$ cat src/rtl/motorb_act_stream_pkg.sv
// Shared types and defaults for the motorb activation stream block.
package motorb_act_stream_pkg;

  localparam int W_DEF       = 32;
  localparam int I_DEF       = 8;
  localparam int N_CH_DEF    = 9;
  localparam int LEAK_SH_DEF = 3;

  typedef enum logic [1:0] {
    MODE_RELU   = 2'd0,
    MODE_LEAKY  = 2'd1,
    MODE_CLIP   = 2'd2,
    MODE_BYPASS = 2'd3
  } act_mode_e;

  // Channel index width; never narrower than one bit.
  function automatic int chan_w(input int n);
    return (n > 1) ? $clog2(n) : 1;
  endfunction

endpackage

$ cat src/rtl/motorb_act_stream_if.sv
// Sample stream in/out handshake bundle: slave is the block, master its environment.
interface motorb_act_stream_if #(
  parameter int W    = motorb_act_stream_pkg::W_DEF,
  parameter int N_CH = motorb_act_stream_pkg::N_CH_DEF
);

  localparam int CW = motorb_act_stream_pkg::chan_w(N_CH);

  logic          s_valid;
  logic          s_ready;
  logic [W-1:0]  s_data;
  logic          s_last;
  logic          m_valid;
  logic          m_ready;
  logic [W-1:0]  m_data;
  logic          m_last;
  logic [CW-1:0] m_chan;

  modport slave (
    input  s_valid, s_data, s_last, m_ready,
    output s_ready, m_valid, m_data, m_last, m_chan
  );

  modport master (
    output s_valid, s_data, s_last, m_ready,
    input  s_ready, m_valid, m_data, m_last, m_chan
  );

endinterface

$ cat src/rtl/motorb_act_func.sv
// Per-sample activation transfer function (ReLU / leaky / clipped / bypass).
module motorb_act_func
  import motorb_act_stream_pkg::*;
#(
  parameter int W       = W_DEF,
  parameter int LEAK_SH = LEAK_SH_DEF
) (
  input  logic signed [W-1:0] x,
  input  act_mode_e           mode,
  input  logic signed [W-1:0] clip,
  output logic signed [W-1:0] y
);

  logic                x_pos;
  logic signed [W-1:0] pos_v;
  logic signed [W-1:0] ceil_v;

  assign x_pos  = !x[W-1] && (x != '0);
  assign pos_v  = x_pos ? x : '0;
  assign ceil_v = clip[W-1] ? '0 : clip;

  always_comb begin
    // NOTE: y gets a default before the case so no path leaves it unassigned (no latch).
    y = x;
    case (mode)
      MODE_RELU:   y = pos_v;
      MODE_LEAKY:  y = x_pos ? x : (x >>> LEAK_SH);
      MODE_CLIP:   y = (pos_v > ceil_v) ? ceil_v : pos_v;
      MODE_BYPASS: y = x;
      default:     y = x;
    endcase
  end

endmodule

$ cat src/rtl/motorb_act_stream.sv
// Two-stage activation pipeline with per-frame config latch, channel tracking and frame stats.
module motorb_act_stream
  import motorb_act_stream_pkg::*;
#(
  parameter int W       = W_DEF,
  parameter int I       = I_DEF,
  parameter int N_CH    = N_CH_DEF,
  parameter int LEAK_SH = LEAK_SH_DEF
) (
  input  logic                ap_clk,
  input  logic                ap_rst_n,
  input  logic [1:0]          cfg_mode,
  input  logic [W-1:0]        cfg_clip,
  motorb_act_stream_if.slave  io,
  output logic                frame_done,
  output logic                err_len,
  output logic [15:0]         frame_cnt
);

  localparam int            CW      = chan_w(N_CH);
  localparam logic [CW-1:0] LAST_CH = CW'(N_CH - 1);

  if (N_CH < 2 || I < 1 || I > W) begin : g_param_check
    $error("motorb_act_stream: needs N_CH >= 2 and 1 <= I <= W");
  end

  logic en, s_fire, m_fire;

  logic [CW-1:0] chan_q, chan_d;
  act_mode_e     mode_q, mode_d;
  logic [W-1:0]  clip_q, clip_d;
  logic          err_q, err_d;
  logic [15:0]   cnt_q, cnt_d;

  logic                s1_valid_q, s1_last_q;
  logic signed [W-1:0] s1_data_q, s1_clip_q;
  logic [CW-1:0]       s1_chan_q;
  act_mode_e           s1_mode_q;

  logic                m_valid_q, m_last_q;
  logic [W-1:0]        m_data_q;
  logic [CW-1:0]       m_chan_q;
  logic signed [W-1:0] y;

  // Whole pipeline advances together; a stalled output freezes both stages.
  assign en         = !m_valid_q || io.m_ready;
  assign io.s_ready = en && ap_rst_n;
  assign s_fire     = io.s_valid && io.s_ready;
  assign m_fire     = m_valid_q && io.m_ready;

  assign io.m_valid = m_valid_q;
  assign io.m_data  = m_data_q;
  assign io.m_last  = m_last_q;
  assign io.m_chan  = m_chan_q;
  assign frame_done = m_fire && m_last_q;
  assign err_len    = err_q;
  assign frame_cnt  = cnt_q;

  always_comb begin
    chan_d = chan_q;
    mode_d = mode_q;
    clip_d = clip_q;
    err_d  = err_q;
    cnt_d  = cnt_q;
    if (s_fire) begin
      // Channel 0 opens a frame: config is sampled here and frozen until the next frame.
      if (chan_q == '0) begin
        mode_d = act_mode_e'(cfg_mode);
        clip_d = cfg_clip;
      end
      chan_d = (io.s_last || chan_q == LAST_CH) ? '0 : chan_q + 1'b1;
      if (io.s_last != (chan_q == LAST_CH)) err_d = 1'b1;
    end
    if (frame_done) cnt_d = cnt_q + 16'd1;
  end

  motorb_act_func #(
    .W       (W),
    .LEAK_SH (LEAK_SH)
  ) u_func (
    .x    (s1_data_q),
    .mode (s1_mode_q),
    .clip (s1_clip_q),
    .y    (y)
  );

  always_ff @(posedge ap_clk) begin
    // NOTE: non-blocking assignments so every register samples pre-edge values.
    if (!ap_rst_n) begin
      chan_q     <= '0;
      mode_q     <= MODE_RELU;
      clip_q     <= '0;
      err_q      <= 1'b0;
      cnt_q      <= '0;
      s1_valid_q <= 1'b0;
      s1_last_q  <= 1'b0;
      s1_data_q  <= '0;
      s1_clip_q  <= '0;
      s1_chan_q  <= '0;
      s1_mode_q  <= MODE_RELU;
      m_valid_q  <= 1'b0;
      m_last_q   <= 1'b0;
      m_data_q   <= '0;
      m_chan_q   <= '0;
    end else begin
      chan_q <= chan_d;
      mode_q <= mode_d;
      clip_q <= clip_d;
      err_q  <= err_d;
      cnt_q  <= cnt_d;
      if (en) begin
        s1_valid_q <= io.s_valid;
        m_valid_q  <= s1_valid_q;
        if (io.s_valid) begin
          s1_data_q <= io.s_data;
          s1_last_q <= io.s_last;
          s1_chan_q <= chan_q;
          s1_mode_q <= mode_d;
          s1_clip_q <= clip_d;
        end
        if (s1_valid_q) begin
          m_data_q <= y;
          m_last_q <= s1_last_q;
          m_chan_q <= s1_chan_q;
        end
      end
    end
  end

endmodule

$ cat src/flat_wrapper.sv
// flat-port wrapper written by rule: the top's interface ports become plain ports
module motorb_act_stream_flat import motorb_act_stream_pkg::*;
#(
  parameter int W       = W_DEF,
  parameter int I       = I_DEF,
  parameter int N_CH    = N_CH_DEF,
  parameter int LEAK_SH = LEAK_SH_DEF
)
  (ap_clk, ap_rst_n, cfg_mode, cfg_clip, frame_done, err_len, frame_cnt, io_s_valid, io_s_data, io_s_last, io_m_ready, io_s_ready, io_m_valid, io_m_data, io_m_last, io_m_chan);
  motorb_act_stream_if #(.W(W), .N_CH(N_CH)) io_i ();
  input  logic ap_clk;
  input  logic ap_rst_n;
  input  logic [1:0] cfg_mode;
  input  logic [W-1:0] cfg_clip;
  output logic frame_done;
  output logic err_len;
  output logic [15:0] frame_cnt;
  input wire logic [$bits(io_i.s_valid)-1:0] io_s_valid;
  input wire logic [$bits(io_i.s_data)-1:0] io_s_data;
  input wire logic [$bits(io_i.s_last)-1:0] io_s_last;
  input wire logic [$bits(io_i.m_ready)-1:0] io_m_ready;
  output wire logic [$bits(io_i.s_ready)-1:0] io_s_ready;
  output wire logic [$bits(io_i.m_valid)-1:0] io_m_valid;
  output wire logic [$bits(io_i.m_data)-1:0] io_m_data;
  output wire logic [$bits(io_i.m_last)-1:0] io_m_last;
  output wire logic [$bits(io_i.m_chan)-1:0] io_m_chan;
  assign io_i.s_valid = io_s_valid;
  assign io_i.s_data = io_s_data;
  assign io_i.s_last = io_s_last;
  assign io_i.m_ready = io_m_ready;
  assign io_s_ready = io_i.s_ready;
  assign io_m_valid = io_i.m_valid;
  assign io_m_data = io_i.m_data;
  assign io_m_last = io_i.m_last;
  assign io_m_chan = io_i.m_chan;
  motorb_act_stream #(.W(W), .I(I), .N_CH(N_CH), .LEAK_SH(LEAK_SH)) u_core (.ap_clk(ap_clk), .ap_rst_n(ap_rst_n), .cfg_mode(cfg_mode), .cfg_clip(cfg_clip), .io(io_i), .frame_done(frame_done), .err_len(err_len), .frame_cnt(frame_cnt));
endmodule
$ cat config.mk
export PLATFORM = sky130hd
export DESIGN_NAME = motorb_act_stream_flat
export DESIGN_NICKNAME = d
export VERILOG_FILES = /design/src/rtl/motorb_act_stream_pkg.sv /design/src/rtl/motorb_act_stream_if.sv /design/src/rtl/motorb_act_func.sv /design/src/rtl/motorb_act_stream.sv /design/src/flat_wrapper.sv
export SDC_FILE = /design/constraint.sdc
export NUM_CORES = 1
export LEC_CHECK = 0
export CAP_MARGIN = 15
export CORE_MARGIN = 5
export CORE_UTILIZATION = 30
export DETAILED_ROUTE_END_ITERATION = 12
export PLACE_DENSITY = 0.59
export REMOVE_ABC_BUFFERS = 1
export SETUP_SLACK_MARGIN = 0.4
export SLEW_MARGIN = 20
export SYNTH_ARGS = -nofsm -noshare
export SYNTH_HDL_FRONTEND = slang
export SYNTH_SLANG_ARGS = --single-unit
$ cat constraint.sdc
create_clock -name ap_clk -period 8.1 [get_ports ap_clk]
set_input_delay 2.025 -clock ap_clk [delete_from_list [all_inputs] [get_ports ap_clk]]
set_output_delay 2.025 -clock ap_clk [all_outputs]
set_load 0.01 [all_outputs]
==> results of run 1 <==
[layout make-up]
| type | instances | area (µm²) |
|---|---|---|
| Clock buffer | 20 | 447 |
| Clock inverter | 12 | 119 |
| Fill cell | 2853 | 17200 |
| Inverter | 5 | 18.8 |
| Multi-Input combinational cell | 737 | 4810 |
| Sequential cell | 165 | 3300 |
| Tap cell | 378 | 473 |
| Timing Repair Buffer | 137 | 1340 |
[power breakdown]
part | internal (µW) | switching (µW)
Sequential | 854 | 46.7
Clock | 436 | 356
Combinational | 146 | 168
Total | 1440 | 571
[layer usage]
metal / up-vias / global-route usage
met3: 15 / 0.0279
li1: 3644 / -
met2: 165 / 0.240
met1: 3443 / 0.214
met5: - / 0
met4: 0 / 0.0351
[synthesized netlist by cell type, drive strengths merged, types with 4 or more instances]
master  count  area share
a211o       5      0.0052
a21boi     82       0.073
a21o        5      0.0045
a21oi      31       0.018
a221o      16       0.019
a22o       16       0.017
and2       51       0.038
and3       13      0.0097
buf        10      0.0066
clkbuf     63       0.028
dfxtp     165        0.39
ha         35       0.052
inv         5      0.0022
mux2i      35       0.042
nand2     213       0.095
nand2b     32       0.024
nand3      52       0.032
nand4       7      0.0067
nor2        4      0.0018
nor2b       6      0.0045
nor3        4      0.0024
nor4       10      0.0092
o211a      44       0.052
o211ai     15       0.013
o21a        4      0.0036
o21ai      26       0.015
xnor2      10       0.010
[stage by stage]
| stage | area (µm²) | power [µW] | hold WS (ns) | setup slack [ns] |
|---|---|---|---|---|
| CTS | 10500 | 2030 | 0.468 | 2.67 |
| detailed placement | 9950 | 1230 | 0.459 | 2.67 |
| global placement | 9950 | 1230 | 0.449 | 2.69 |
| finish | 10500 | 2010 | 0.464 | 2.67 |
| floorplan | 8110 | 1090 | 0.441 | 1.80 |
| global route | 10500 | 2100 | 0.489 | 2.60 |
[tightest hold or removal path: stages, from the launching register on]
cell      delay (ns)
dfxtp_1         0.31
nand2_1         0.04
a21boi_0        0.06
[state kept, by name (all words and copies together), names as in the netlist]
signal / cells
u_core.s1_data_q: 32
u_core.io.m_last: 1
u_core.clip_q: 32
u_core.mode_q: 2
u_core.s1_valid_q: 1
u_core.io.m_valid: 1
u_core.io.m_chan: 4
u_core.err_len: 1
u_core.chan_q: 4
u_core.s1_mode_q: 2
u_core.s1_last_q: 1
u_core.io.m_data: 32
u_core.s1_clip_q: 32
u_core.s1_chan_q: 4
u_core.frame_cnt: 16
[cells by family (layout without fill, tap and decap cells)]
logic type / after synthesis / count (layout)
AND/OR/NAND/NOR: 403 / 403
AO/OA/AOI/OAI: 252 / 252
adder cells (fa/ha/maj): 35 / 35
flip-flops: 165 / 165
multiplexers: 35 / 35
XOR/XNOR: 12 / 12
buffers and inverters: 78 / 174
[worst paths after layout]
path / start / to / slack [ns] / cells past startpoint
setup / recovery: io_m_ready / frame_done / 2.67 / 3
hold / removal: u_core.clip_q[14]$_SDFF_PN0_ / u_core.clip_q[14]$_SDFF_PN0_ / 0.46 / 2
setup reg to reg: u_core.s1_data_q[13]$_SDFFE_PN0P_ / u_core.io.m_data[24]$_SDFFE_PN0P_ / 3.49 / 13
hold reg to reg: u_core.clip_q[14]$_SDFF_PN0_ / u_core.clip_q[14]$_SDFF_PN0_ / 0.46 / 2
==> reports/metrics.yaml, run 1 <==
outcome: "complete, no violations"
synth-compound-area-share: 0.230
die_y_um: 177
portBuffers: 127
vias: 7267
grt_usage: 0.151
numCtsBuffers: 17
ctsHtreeMaxLevel: 4
slew-limit-headroom: 0.282
grt_overflow: 0
drc_errors: 0
antenna_found_initial: 0
dp_cells: 1422
mostFrequentLayoutCell: "nand2_1"
worst_pin_slew_ns: 1.07
cts.sinks: 165
coreArea_um2: 27700
async_reset_ff_frac: 0
ys_warn_count: 0
cp-start-kind: "input port"
firstDrtPassIters: 5
cts_hold_buf: 0
critPathMaxFanout: 7
grt_pass1_vias: 7012
wl_met2_mm: 10.9
tritoncts: "yes"
drive_above_1_share: 0.0483
netlist_area_um2: 8400
utilization: 0.379
muxShareOfSynthArea: 0.0417
finalHoldViolCount: 0
cts_resized: 0
slew_viol_final: 0
final_cell_count_no_fill: 1454
die_area_um2: 31500
yosysSeqAreaShare: 0.393
totalWireLength_mm: 23.8
drt_iter0_markers: 477
placementRows: 61
routed_via_density: 5.00
vdd_drop_max_mv: 0.131
period_share: 0.671
ctsRootBufferMaster: "clkbuf_16"
cts_setup_buffers: 0
crit_chain: "clkdlybuf4s50_1 > and3_1 > clkdlybuf4s50_1"
cp.required_ns: 6.08
fmax_mhz: 184
hp-class: "flip-flop to flip-flop"
synth_top_family_by_area: "simple AND/OR/NAND/NOR gates"
cp.arrival_ns: 3.41
cts.clk_slew.worst_paths_ns: 0.06
met3_length_mm: 1.01
grt_max_degree: 107
cap_violations: 0
ant_nets: 0
rsz0062_at_grt: "no"
synth_seq_cells: 165
die_x_um: 177
cts_buffer_depth: 2
synth_edf_count: 0
top_layer: "met4"
yosys.area_share.simple: 0.233
crit_type: "input port to output port"
gp_congestion: 0.822
num-nets-final: 1169
powerDensity_nw_per_um2: 191
synth-xor-area-share: 0.0125
crit_buf_inv: 2
critPathCaptureType: "output port"
cpPeakStageDelay_ns: 0.59
wl_per_cell_um: 16.4
area_delta_synth_final_pct: 25.1
post-dp-hpwl_mm: 16.1
cpMostUsedCell: "clkdlybuf4s50_1"
grt_pass1_wl_mm: 38.3
power_leakage_uw: 0.00439
io_pins: 128
worst_clock_skew_ns: 0.0117
wl_met1_mm: 11.7
synth_fa_ha_area_frac: 0.0521
final_cell_mix: "213 x nand2_1, 165 x dfxtp_1, 126 x clkdlybuf4s50_1, 82 x a21boi_0, 50 x nand3_1"
setup_viol: 0
syn_avg_cell_area_um2: 8.57
clkLatencyLatePin_ns: 0.43
min_period_ns: 5.43
cp_slowest_cell: "clkdlybuf4s50_1"
synthCells: 980
n_antenna_cell: 0
ys.flop_type: "dfxtp_1"
setup_tns_ns: 0
synth_cell_types: 46
critical-path-top-delay-family: "buffers and inverters"
initial_core_util: 0.303
(Power assumes the default switching activity.)
==> inputs of run 2 (changes only) <==
- PLACE_DENSITY: 0.59 -> 0.61
- clock period: 8.1 -> 4.6 ns (I/O delays scaled with it)
==> reports/metrics.yaml, run 2 (synthesis results as in run 1) <==
outcome: "complete, no violations"
grt_pass1_wl_mm: 38.6
cp_slowest_cell: "dfxtp_1"
gp_congestion: 0.866
worst_pin_slew_ns: 0.982
crit_type: "flip-flop to flip-flop"
vdd_drop_max_mv: 0.188
drt_iter0_markers: 468
rsz0062_at_grt: "no"
wl_per_cell_um: 16.5
n_antenna_cell: 0
cts_hold_buf: 0
setup_viol: 0
ctsRootBufferMaster: "clkbuf_16"
cp-start-kind: "flip-flop"
nFillCells: 2868
cts_buffer_depth: 2
grt_max_degree: 90
hp-class: "flip-flop to flip-flop"
post-dp-hpwl_mm: 17.0
antenna_found_initial: 0
min_period_ns: 3.86
die_area_um2: 31500
placementRows: 61
grt_overflow: 0
vias: 7348
powerDensity_nw_per_um2: 339
grt_usage: 0.153
cts.sinks: 165
cpMostUsedCell: "and2_1"
period_share: 0.840
utilization: 0.385
final_cell_mix: "213 x nand2_1, 165 x dfxtp_1, 126 x clkdlybuf4s50_1, 82 x a21boi_0, 51 x nand3_1"
placed_area_um2: 10100
dp_cells: 1437
ant_nets: 0
num-nets-final: 1184
tritoncts: "yes"
drive_above_1_share: 0.0633
area_delta_synth_final_pct: 27.1
design_area_um2: 10700
io_pins: 128
routed_via_density: 5.01
crit_chain: "nor4_1 > and4_1 > a21oi_4 > buf_4 > and2_1 > ha_1 > nand4_2 > nor4_4 > nand3_2 > and2_1 > a22o_2 > and2_4 > a221o_1"
critPathMaxFanout: 17
worst_clock_skew_ns: 0.00928
clkLatencyLatePin_ns: 0.43
firstDrtPassIters: 5
die_x_um: 177
grt_pass1_vias: 7111
totalWireLength_mm: 24.2
cpPeakStageDelay_ns: 0.36
cp.arrival_ns: 4.17
initial_core_util: 0.303
final_cell_count_no_fill: 1468
finalHoldViolCount: 0
numCtsBuffers: 17
ctsHtreeMaxLevel: 4
fin_hold_ws_ns: 0.464
cap_violations: 0
coreArea_um2: 27700
fmax_mhz: 259
drc_errors: 0
cp.required_ns: 4.91
portBuffers: 127
power_leakage_uw: 0.00450
slew_viol_final: 0
die_y_um: 177
mostFrequentLayoutCell: "nand2_1"
slew-limit-headroom: 0.345
cts.clk_slew.worst_paths_ns: 0.07
critPathCaptureType: "flip-flop"
run 2: cell count changes in the layout (fill, tap and decap cells not counted), moves of 2 or more:
cell / previous run / this run
buf_4: 11 / 25
clkbuf_1: 2 / 0
clkinvlp_4: 3 / 0
inv_8: 0 / 2
run 2: final timing paths:
path,start,end,slack (ns),cells past startpoint
setup / recovery,u_core.s1_data_q[20]$_SDFFE_PN0P_,u_core.io.m_data[21]$_SDFFE_PN0P_,0.74,13
hold / removal,u_core.s1_chan_q[0]$_SDFFE_PN0P_,u_core.s1_chan_q[0]$_SDFFE_PN0P_,0.46,2
setup reg to reg,u_core.s1_data_q[20]$_SDFFE_PN0P_,u_core.io.m_data[21]$_SDFFE_PN0P_,0.74,13
hold reg to reg,u_core.s1_chan_q[0]$_SDFFE_PN0P_,u_core.s1_chan_q[0]$_SDFFE_PN0P_,0.46,2
run 2: worst max-delay path: cells and delay by family, from the launching register on:
kind	cells	cell delay, ns
simple gates	8	1.99
compound gates	3	0.84
flops	1	0.36
fa+ha+maj	1	0.33
buf+inv	1	0.21
run 2: metal layers:
metal  up-vias  track usage  part of all wire
met5         -            0                 0
met4         0       0.0396             0.014
met3        23       0.0315             0.049
met2       173        0.242              0.45
met1      3484        0.215              0.49
li1       3668            -                 -
run 2: final cells by class:
type,count,area (µm²),share of cell area
Sequential cell,165,3300,0.309
Timing Repair Buffer,152,1470,0.138
Inverter,5,18.8,0.00176
Clock buffer,19,453,0.0424
Clock inverter,12,145,0.0136
Tap cell,378,473,0.0443
Multi-Input combinational cell,737,4820,0.451
run 2: timing repair:
action | CTS | global route
setup endpoints to repair | 15 | 15
gates resized for setup | 1 | 2
buffers inserted | 0 | 0
run 2: per-stage QoR:
step	power, µW	TNS [ns]	setup slack (ns)
after global placement	2180	0	0.443
after global routing	3800	0	0.464
final	3620	0	0.738
after detailed placement	2190	0	0.256
after CTS	3660	0	0.560
after floorplan	1920	-69.69	-1.70
run 2: power breakdown:
group	internal, µW	leakage (µW)	total [µW]	switching [µW]
Combinational	268	0.00285	575	307
Clock	839	0.000298	1460	624
Sequential	1500	0.00135	1580	75.4
Total	2610	0.00450	3620	1010
==> RTL change: new RTL, settings of run 2 <==
Reset style: asynchronous (`ap_rst_n`), changed in one clocked block.
--- a/src/rtl/motorb_act_stream.sv
+++ b/src/rtl/motorb_act_stream.sv
@@ -85,5 +85,5 @@
   );
 
-  always_ff @(posedge ap_clk) begin
+  always_ff @(posedge ap_clk or negedge ap_rst_n) begin
     // NOTE: non-blocking assignments so every register samples pre-edge values.
     if (!ap_rst_n) begin
Behaviour: differs if ap_rst_n is asserted again (counterexample within 4 cycles, from zero or initial values and one cycle with ap_rst_n low); with ap_rst_n held inactive, the same outputs for 4 cycles.
==> RTL change against run 2 <==
  * Sequential share of layout area grew 6.8 points
  * Final area grew 2.5%
  * Hold slack lost 0.0027 ns
  * Synthesized area grew 1.5%
  * Die area grew 1.4%
  * Setup slack lost 0.14 ns
  * Largest cell class unchanged
  * Highest routed layer unchanged
  * Routed wire length grew 0.77%
  * Sequential cell count is the same
  * Clock skew grew 0.0029 ns
  * Critical path type unchanged
Power is not compared: it rests on default switching activity, and its combinational part moved more than twofold at a synthesized area within 25%.
==> RTL change: results (changes against run 2) <==
| Metric | Value |
|---|---|
| Status | finished clean (unchanged) |
| Nonclk inv count | 9 (was 5) |
| Met3 Usage GRT | 3.667% (was 3.153%) |
| Max Clock Skew | 0.01219 ns (was 0.009276 ns) |
| Ranking of synthesized cells by area | dfrtp_1 (48%), nand2_1 (10%), mux2_2 (5.3%), ha_1 (5.1%), a221oi_1 (3.2%) (was dfxtp_1 (39%), nand2_1 (9.5%), a21boi_0 (7.3%), o211a_1 (5.2%), ha_1 (5.2%)) |
| Synth Area in Compound Gates | 13.49% (was 23.02%) |
| GR Util met1 | 21.93% (was 21.48%) |
| Number of global-route vias before repair | 6971 (was 7111) |
| Core area | 0.02793 mm^2 (was 0.02771 mm^2) |
| Filler instances | 2831 (was 2868) |
| CP max FO | 26 (was 17) |
| Largest net degree at the start of global routing | 147 (was 90) |
| Global-route wire length before repair | 39000 um (was 38600 um) |
| Placed Cells | 1369 (was 1437) |
| Crit-path max cell delay | 0.57 ns (was 0.36 ns) |
| Met2 global-route usage | 23.39% (was 24.17%) |
| Total Wirelength | 24400 um (was 24210 um) |
| CP max stage cell | or4_4 (was dfxtp_1) |
| Layout cell share with drive strength beyond 1 | 11.74% (was 6.330%) |
| Dpl cell area | 0.01022 mm^2 (was 0.01007 mm^2) |
| DP HPWL | 16420 um (was 16990 um) |
| Gp weighted congestion | 0.8408 (was 0.8658) |
| Post-Synth Adder-Cell Area | 5.133% (was 5.211%) |
| Tot GR Track Use | 15.34% (was 15.33%) |
| Fin area | 0.01095 mm^2 (was 0.01068 mm^2) |
| Nets@finish | 1124 (was 1184) |
| Critical Path AT | 4.35 ns (was 4.17 ns) |
| Buffers excl. clock | 153 (was 152) |
| Met3 wire len | 1399 um (was 1177 um) |
| Asr flop ratio synth | 100.0% (was 0%) |
| Leading post-synthesis cells by instance count | nand2_1 (232), dfrtp_1 (165), clkbuf_1 (49) (was nand2_1 (213), dfxtp_1 (165), a21boi_0 (82)) |
| Mux share of post-synthesis cell area | 5.280% (was 4.169%) |
| Comb_multi_in | 672 (was 737) |
| Metal2 WL | 11170 um (was 10940 um) |
| Final Non-Filler Cells | 1409 (was 1468) |
| Seq/Total Area, Yosys | 48.40% (was 39.31%) |
| Fraction of area in multi-input gates | 38.60% (was 45.10%) |
| XOR/XNOR Fraction of Synth Area | 1.540% (was 1.251%) |
| Top_reg_cell synth | dfrtp_1 (was dfxtp_1) |
==> RTL change: changes by cell type after synthesis, sizes merged, moves of 30 or more <==
cell    change
a221oi     +30
mux2       +40
a21boi     -82
dfrtp     +165
mux2i      -35
o211a      -44
nor2       +38
nand3      -43
dfxtp     -165
==> RTL change: path summary, 6_finish.rpt <==
check                                        to  slack [ns]  cells past startpoint
max                         u_core.io.m_data[1]        0.60                     14
min                           u_core.io.m_valid        0.46                      2
max in group asynchronous  u_core.s1_data_q[29]        2.84                      2
min reg2reg                   u_core.io.m_valid        0.46                      2
min in group asynchronous   u_core.io.m_chan[3]        0.58                      1
max reg2reg                 u_core.io.m_data[1]        0.60                     14
==> RTL change: repair_timing <==
item                       4_1_cts  5_1_grt
gates resized for setup          3       19
hold buffers                     0        0
pin swaps                        0        5
cloned                           0        2
setup buffers                    0        6
setup endpoints to repair       24       31
